$ cat src/rtl/mcpu_control_fsm.sv
// Multi-cycle MIPS control unit: sequences FETCH/DECODE/EXEC/MEM/WB, drives datapath
// selects and enables, stalls on mem_ready, and counts retired instructions.
module mcpu_control_fsm #(
    parameter bit MEM_WAIT_EN = 1'b1,
    parameter int CNT_W       = 32
) (
    input  logic             clk,
    input  logic             rst,
    input  logic [5:0]       opcode,
    input  logic             mem_ready,
    output logic             pc_write,
    output logic             pc_write_cond,
    output logic             i_or_d,
    output logic             mem_read,
    output logic             mem_write,
    output logic             ir_write,
    output logic             reg_write,
    output logic [1:0]       reg_dst,
    output logic [1:0]       mem_to_reg,
    output logic             alu_src_a,
    output logic [1:0]       alu_src_b,
    output logic [1:0]       alu_op,
    output logic [1:0]       pc_source,
    output logic             illegal_op,
    output logic [CNT_W-1:0] instr_count,
    output logic [3:0]       dbg_state
);

    typedef enum logic [3:0] {
        S_FETCH    = 4'd0,
        S_DECODE   = 4'd1,
        S_EXEC_R   = 4'd2,
        S_R_WB     = 4'd3,
        S_MEM_ADDR = 4'd4,
        S_MEM_RD   = 4'd5,
        S_LW_WB    = 4'd6,
        S_MEM_WR   = 4'd7,
        S_BRANCH   = 4'd8,
        S_ADDI_EX  = 4'd9,
        S_ADDI_WB  = 4'd10,
        S_JUMP     = 4'd11,
        S_JAL      = 4'd12
    } state_t;

    localparam logic [5:0] OP_R    = 6'b000000;
    localparam logic [5:0] OP_LW   = 6'b100011;
    localparam logic [5:0] OP_SW   = 6'b101011;
    localparam logic [5:0] OP_BEQ  = 6'b000100;
    localparam logic [5:0] OP_ADDI = 6'b001000;
    localparam logic [5:0] OP_J    = 6'b000010;
    localparam logic [5:0] OP_JAL  = 6'b000011;

    state_t           state_q, state_d;
    logic [CNT_W-1:0] cnt_q, cnt_d;
    logic             retire;
    logic             mem_done;

    // Handshake: a request (mem_read/mem_write) is held with a stable address until the
    // cycle mem_ready=1, which completes it; with MEM_WAIT_EN=0 every access completes at once.
    assign mem_done = MEM_WAIT_EN ? mem_ready : 1'b1;

    always_ff @(posedge clk) begin
        if (rst) begin
            state_q <= S_FETCH;
            cnt_q   <= '0;
        end else begin
            state_q <= state_d;
            cnt_q   <= cnt_d;
        end
    end

    always_comb begin
        state_d       = S_FETCH;
        retire        = 1'b0;
        pc_write      = 1'b0;
        pc_write_cond = 1'b0;
        i_or_d        = 1'b0;
        mem_read      = 1'b0;
        mem_write     = 1'b0;
        ir_write      = 1'b0;
        reg_write     = 1'b0;
        reg_dst       = 2'd0;
        mem_to_reg    = 2'd0;
        alu_src_a     = 1'b0;
        alu_src_b     = 2'd0;
        alu_op        = 2'd0;
        pc_source     = 2'd0;
        illegal_op    = 1'b0;
        case (state_q)
            S_FETCH: begin
                mem_read  = 1'b1;
                alu_src_b = 2'd1;
                ir_write  = mem_done;
                pc_write  = mem_done;
                state_d   = mem_done ? S_DECODE : S_FETCH;
            end
            S_DECODE: begin
                alu_src_b = 2'd3;
                case (opcode)
                    OP_R:         state_d = S_EXEC_R;
                    OP_LW, OP_SW: state_d = S_MEM_ADDR;
                    OP_BEQ:       state_d = S_BRANCH;
                    OP_ADDI:      state_d = S_ADDI_EX;
                    OP_J:         state_d = S_JUMP;
                    OP_JAL:       state_d = S_JAL;
                    default:      illegal_op = 1'b1;
                endcase
            end
            S_EXEC_R: begin
                alu_src_a = 1'b1;
                alu_op    = 2'd2;
                state_d   = S_R_WB;
            end
            S_R_WB: begin
                reg_write = 1'b1;
                reg_dst   = 2'd1;
                retire    = 1'b1;
            end
            S_MEM_ADDR: begin
                alu_src_a = 1'b1;
                alu_src_b = 2'd2;
                state_d   = (opcode == OP_LW) ? S_MEM_RD : S_MEM_WR;
            end
            S_MEM_RD: begin
                mem_read = 1'b1;
                i_or_d   = 1'b1;
                state_d  = mem_done ? S_LW_WB : S_MEM_RD;
            end
            S_LW_WB: begin
                reg_write  = 1'b1;
                mem_to_reg = 2'd1;
                retire     = 1'b1;
            end
            S_MEM_WR: begin
                mem_write = 1'b1;
                i_or_d    = 1'b1;
                retire    = mem_done;
                state_d   = mem_done ? S_FETCH : S_MEM_WR;
            end
            S_BRANCH: begin
                alu_src_a     = 1'b1;
                alu_op        = 2'd1;
                pc_write_cond = 1'b1;
                pc_source     = 2'd1;
                retire        = 1'b1;
            end
            S_ADDI_EX: begin
                alu_src_a = 1'b1;
                alu_src_b = 2'd2;
                state_d   = S_ADDI_WB;
            end
            S_ADDI_WB: begin
                reg_write = 1'b1;
                retire    = 1'b1;
            end
            S_JUMP: begin
                pc_write  = 1'b1;
                pc_source = 2'd2;
                retire    = 1'b1;
            end
            S_JAL: begin
                // PC was already advanced in FETCH, so PC is the link value
                reg_write  = 1'b1;
                reg_dst    = 2'd2;
                mem_to_reg = 2'd2;
                pc_write   = 1'b1;
                pc_source  = 2'd2;
                retire     = 1'b1;
            end
            default: ;
        endcase
        // Reset drops any request in the same cycle, not only after the edge
        if (rst) begin
            pc_write      = 1'b0;
            pc_write_cond = 1'b0;
            i_or_d        = 1'b0;
            mem_read      = 1'b0;
            mem_write     = 1'b0;
            ir_write      = 1'b0;
            reg_write     = 1'b0;
            reg_dst       = 2'd0;
            mem_to_reg    = 2'd0;
            alu_src_a     = 1'b0;
            alu_src_b     = 2'd0;
            alu_op        = 2'd0;
            pc_source     = 2'd0;
            illegal_op    = 1'b0;
        end
        cnt_d = retire ? cnt_q + {{(CNT_W-1){1'b0}}, 1'b1} : cnt_q;
    end

    assign instr_count = cnt_q;
    assign dbg_state   = state_q;

endmodule

$ cat config.mk
export PLATFORM = sky130hd
export DESIGN_NAME = mcpu_control_fsm
export DESIGN_NICKNAME = d
export VERILOG_FILES = /design/src/rtl/mcpu_control_fsm.sv
export SDC_FILE = /design/constraint.sdc
export NUM_CORES = 1
export LEC_CHECK = 0
export BUFFER_PORTS_ARGS = -buffer_cell sky130_fd_sc_hd__buf_2
export CORE_AREA = 2 2 70 78
export DETAILED_ROUTE_END_ITERATION = 7
export DIE_AREA = 0 0 72 80
export GPL_ROUTABILITY_DRIVEN = 0
export PLACE_DENSITY = 0.67
export RECOVER_POWER = 50
export SYNTH_ARGS = -nofsm -noshare
export SYNTH_HDL_FRONTEND = slang
export SYNTH_SLANG_ARGS = --single-unit
$ cat constraint.sdc
create_clock -name clk -period 4.64 [get_ports clk]
set_clock_uncertainty 0.2 [all_clocks]
set_input_delay 0.232 -clock clk [delete_from_list [all_inputs] [get_ports clk]]
set_output_delay 0.232 -clock clk [all_outputs]
set_load 0.01 [all_outputs]
==> results of run 1 <==
## registers in the layout, indices dropped and copies added (netlist names)
| signal | cells |
|---|---|
| instr_count | 32 |
| dbg_state | 4 |
## critical path: stages (launching register included)
cell,delay (ps)
dfxtp_1,680
or2_2,260
o22ai_1,80
clkbuf_1,380
or3_1,660
nor4_1,370
mux2_2,370
## stage by stage
stage | std cells | utilization, % | hold slack (ps) | setup slack, ps
final | 397 | 50.4 | 77.4 | 1530
after global routing | 397 | 50.4 | 99.7 | 1240
after CTS | 397 | 51.5 | 65.7 | 1780
after detailed placement | 390 | 49.9 | 273 | 1800
after global placement | 390 | 49.9 | 267 | 1880
after floorplan | 286 | - | 226 | 2450
## routing by layer
layer  track usage, %  share of wire (%)  vias to the layer above
met5                0                  0                        -
met4             7.55                1.8                        0
met3             4.29                4.8                        8
met2             28.2                 47                       58
met1             22.7                 46                      949
li1                 -                  -                     1133
## cell families after synthesis
group	count (synthesis)	share of synthesized area, %
multiplexers	4	2.08
flip-flops	36	33.3
buffers and inverters	26	5.15
AND/OR/NAND/NOR	154	38.4
XOR/XNOR	20	8.10
adder cells (fa/ha/maj)	1	0.579
AO/OA/AOI/OAI	45	12.4
## worst min path at each step
stage                          startpoint         endpoint  slack (ps)  cells past startpoint
final                           opcode[4]     dbg_state[3]          80                      4
after CTS                       opcode[4]     dbg_state[3]          70                      4
after global placement    instr_count[31]  instr_count[31]         270                      2
after global routing            opcode[4]     dbg_state[3]         100                      4
after floorplan                 opcode[4]     dbg_state[3]         230                      3
after detailed placement  instr_count[31]  instr_count[31]         270                      2
## placed cells by master (no fill, tap or decap), types with 4 or more instances in the layout
cell	n
o21ai_0	10
nand2_1	21
clkbuf_8	5
or3_1	4
mux2_2	4
nand2b_1	5
nor2_1	38
nor3_1	14
a21oi_1	19
nor2b_1	4
nor4_1	15
and3_1	7
clkbuf_1	41
nand4_1	9
or2_2	4
buf_2	24
dfxtp_1	36
nand3_1	14
xnor2_1	18
inv_1	7
## layout make-up
type	instances	area (µm²)	share of cell area (%)
inverter	7	26.3	1.05
multi-input combinational	224	1330	53.1
tap	58	72.6	2.90
sequential	36	721	28.8
timing repair buffer	65	278	11.1
clock inverter	1	5.00	0.200
clock buffer	6	72.6	2.90
## cell usage after synthesis, types with 4 or more instances
cell | count | share of area (%)
dfxtp_1 | 36 | 33
nand2b_1 | 5 | 1.4
nor4_1 | 15 | 4.3
nand2_1 | 21 | 3.6
inv_1 | 7 | 1.2
o21ai_0 | 10 | 2.3
and3_1 | 7 | 2.0
nor2_1 | 38 | 6.6
nor3_1 | 14 | 3.2
nand3_1 | 14 | 3.2
xnor2_1 | 18 | 7.3
a21oi_1 | 19 | 4.4
clkbuf_1 | 11 | 1.9
or2_2 | 4 | 1.2
mux2_2 | 4 | 2.1
or3_1 | 4 | 1.2
nand4_1 | 9 | 2.6
nor2b_1 | 4 | 1.2
## power groups by stage
| stage | clock network, mW | logic [mW] | registers, mW |
|---|---|---|---|
| 2_1_floorplan | 0 | 0.0257 | 0.319 |
| 6_report | 0.212 | 0.0375 | 0.315 |
| 3_5_place_dp | 0 | 0.0380 | 0.322 |
| 5_1_grt | 0.228 | 0.0422 | 0.315 |
| 4_1_cts | 0.220 | 0.0381 | 0.314 |
| 3_3_place_gp | 0 | 0.0381 | 0.321 |
==> reports/metrics.csv, run 1 <==
metric,value,unit
ys.flop_type,dfxtp_1,
swShare,24.6,%
fin_crit,3110,ps
yosysWarnings,0,
cts_tree,done,
final_nets,349,
clkLatencyLatePin,290,ps
dp_hpwl,3.55,mm
grt_pass1_vias,1816,
critical_path.max_fanout,21,
power.internal,0.425,mW
root_buffer,clkbuf_8,
reg2reg_depth,6,
reg2reg_from,dbg_state[3],
ys_ff_latch,36,
fill_cells,521,
grt_max_degree,50,
ios,64,
syn2layout_area_growth,15.9,%
tightest_slew,860,ps
drc,0,
crit_start,dbg_state[3],
stdcell_area,0.00250,mm²
p_total,0.564,mW
drv_slew,0,
htree_num_levels,2,
postSynthAreaPerCell,7.56,µm²
p_per_area,225,mW/mm²
grt_first_pass_wirelength,8.21,mm
worst_ep_required_time,4620,ps
endpoint_kind,flop,
wirelength,5.14,mm
std_cell_rows,27,
arrival,3100,ps
async_flop_share,0,%
finalSetupTns,0,ps
setup_viol,0,
postRouteAntennaNets,0,
synth_area,0.00216,mm²
diodes,0,
timing.rr.end,instr_count[27],
synth-edff-count,0,
drive_gt1_share,14.5,%
grt_overflow,0,
combPwrFrac,6.7,%
power_frac_clock,37.6,%
vias_per_cell,5.41,
antenna_found_initial,0,
holdBufCountCts,0,
vdd_drop_max,0.0000826,V
power_leakage,0.857,nW
cap_violations,0,
outcome,finished clean,
synth-seq-area-share,33.3,%
synth_cell_type_count,44,
hp-class,primary input to flop,
synthCells,286,
cts_buffers,5,
syn_nets,296,
drt_iter0_markers,144,
grt_usage,17.7,%
core_area,0.00497,mm²
dieArea,0.00576,mm²
cts_setup_buffers,0,
vias,2148,
numPortBuffers,63,
finalCritPeriodShare,67.1,%
cts_buffer_depth,2,
maxSlewHeadroom,42.7,%
worstSetupPathType,flop to flop,
place_area,0.00248,mm²
timing.fmax,321,MHz
seqPwrFrac,55.8,%
clock-sinks,36,
floorplan.initialDensity,43.5,%
cts.clk_slew.worst_paths,70,ps
dieHeight,80,µm
dieWidth,72,µm
worst-r2r-setup-slack,1530,ps
cp-endpoint,instr_count[27],
wire_per_inst,13.0,µm
cts_resized,0,
drt_first_pass_iters,4,
crit_path_start_kind,flop,
rsz0062_at_grt,no,
switchingPower,0.139,mW
finalHoldViolCount,0,
Power figures use the tool's default switching activity.
==> inputs of run 2 (changes only) <==
- clock period: 4.64 -> 3 ns (I/O delays scaled with it)
==> reports/metrics.csv, run 2 (synthesis results as in run 1) <==
metric,value,unit
outcome,finished clean,
slowest_stage,clkbuf_1,
largest_reg_flops,32,
htree_num_levels,2,
root_buffer,clkbuf_8,
vias,2219,
path_cells,clkbuf_1 -> mux2_2 -> nor3b_1 -> or2_2 -> buf_2,
setup_viol,0,
std_cell_rows,27,
syn2layout_area_growth,20.1,%
dieArea,0.00576,mm²
p_total,0.965,mW
wirelength,5.17,mm
numPortBuffers,63,
diodes,0,
dieHeight,80,µm
fin_crit,2540,ps
crit_family,buffers and inverters,
drt_iter0_markers,174,
clock-sinks,36,
drv_slew,0,
critical_path.max_fanout,22,
floorplan.initialDensity,43.5,%
dieWidth,72,µm
cts_buffers,5,
drive_gt1_share,15.8,%
tightest_slew,846,ps
finalSetupTns,0,ps
mostFrequentLayoutCell,clkbuf_1,
vias_per_cell,5.47,
worst_ep_required_time,2650,ps
maxSlewHeadroom,43.6,%
drt_first_pass_iters,5,
finalHoldViolCount,0,
wire_per_inst,12.7,µm
cts_buffer_depth,2,
dp_hpwl,3.66,mm
critPathBufInv,2,
p_per_area,372,mW/mm²
arrival,2190,ps
timing.fmax,394,MHz
postRouteAntennaNets,0,
vdd_drop_max,0.000166,V
final_cell_mix,"clkbuf_1 (42), nor2_1 (38), dfxtp_1 (36)",
core_area,0.00497,mm²
fill_cells,513,
grt_first_pass_wirelength,8.22,mm
rsz0062_at_grt,no,
final_nets,357,
crit_path_start_kind,flop,
endpoint_kind,output pin,
antenna_found_initial,0,
cap_violations,0,
drc,0,
cts.clk_slew.worst_paths,70,ps
max_stage_delay,650,ps
clkLatencyLatePin,290,ps
hp-class,primary input to flop,
power_leakage,0.911,nW
grt_pass1_vias,1812,
grt_overflow,0,
grt_max_degree,35,
cts_tree,done,
ios,64,
grt_usage,17.7,%
finalCritPeriodShare,84.6,%
worstSetupPathType,flop to output pin,
[run 2: cell count changes in the layout (fill, tap and decap cells not counted)]
| cell | before | now |
|---|---|---|
| and2_0 | 1 | 0 |
| and2_1 | 2 | 3 |
| buf_4 | 1 | 6 |
| bufinv_16 | 0 | 1 |
| clkbuf_1 | 41 | 42 |
| dlygate4sd3_1 | 0 | 2 |
[run 2: final timing paths]
path	startpoint	endpoint	slack, ps	depth (start not counted)
setup / recovery	dbg_state[1]	pc_write	460	5
setup reg to reg	dbg_state[3]	instr_count[27]	520	6
hold reg to reg	instr_count[31]	instr_count[31]	300	2
hold / removal	rst	dbg_state[3]	60	2
[run 2: layout make-up]
cell class	instances	area, µm²	share of cell area (%)
clock buffers	6	72.6	2.80
inverters	7	26.3	1.01
well taps	58	72.6	2.80
repair buffers	73	339	13.1
flip-flops and latches	36	721	27.8
multi-input cells	224	1330	51.2
clock inverters	2	35.0	1.35
[run 2: timing repair]
action                                 4_1_cts  5_1_grt
hold buffers                                 2        0
gates resized for setup                      0        0
setup buffers                                0        0
endpoints found under the hold margin        1        0
setup endpoints to repair                    0        0
[run 2: per-layer routing]
layer | vias to the layer above | routed length, µm | GRT usage, %
met3 | 5 | 294 | 4.17
li1 | 1148 | - | -
met5 | - | 0 | 0
met4 | 0 | 67 | 6.23
met1 | 998 | 2390 | 22.4
met2 | 68 | 2420 | 29.2
[run 2: metrics by stage]
step / util, % / std cells / hold WS (ps) / instance area (µm²) / worst slack [ps]
final: 52.3 / 406 / 61.2 / 2600 / 461
after global routing: 52.3 / 406 / 91.1 / 2600 / 321
after CTS: 53.4 / 406 / 59.8 / 2650 / 526
after detailed placement: 50.8 / 396 / 276 / 2520 / 547
after global placement: 50.8 / 396 / 268 / 2520 / 620
after floorplan: - / 286 / 144 / 2160 / 810
[run 2: worst register-to-register path: stages, from the launching register on]
cell     delay [ps]
dfxtp_1         420
buf_4           230
nor2b_1         140
o22ai_1          90
or3_1           560
nor4_1          360
mux2_2          360
[run 2: power breakdown]
| part | switching [mW] | internal [mW] | leakage [nW] |
|---|---|---|---|
| sequential | 0.00265 | 0.479 | 0.290 |
| clock | 0.170 | 0.247 | 0.0552 |
| combinational | 0.0429 | 0.0240 | 0.565 |
| total | 0.215 | 0.750 | 0.911 |
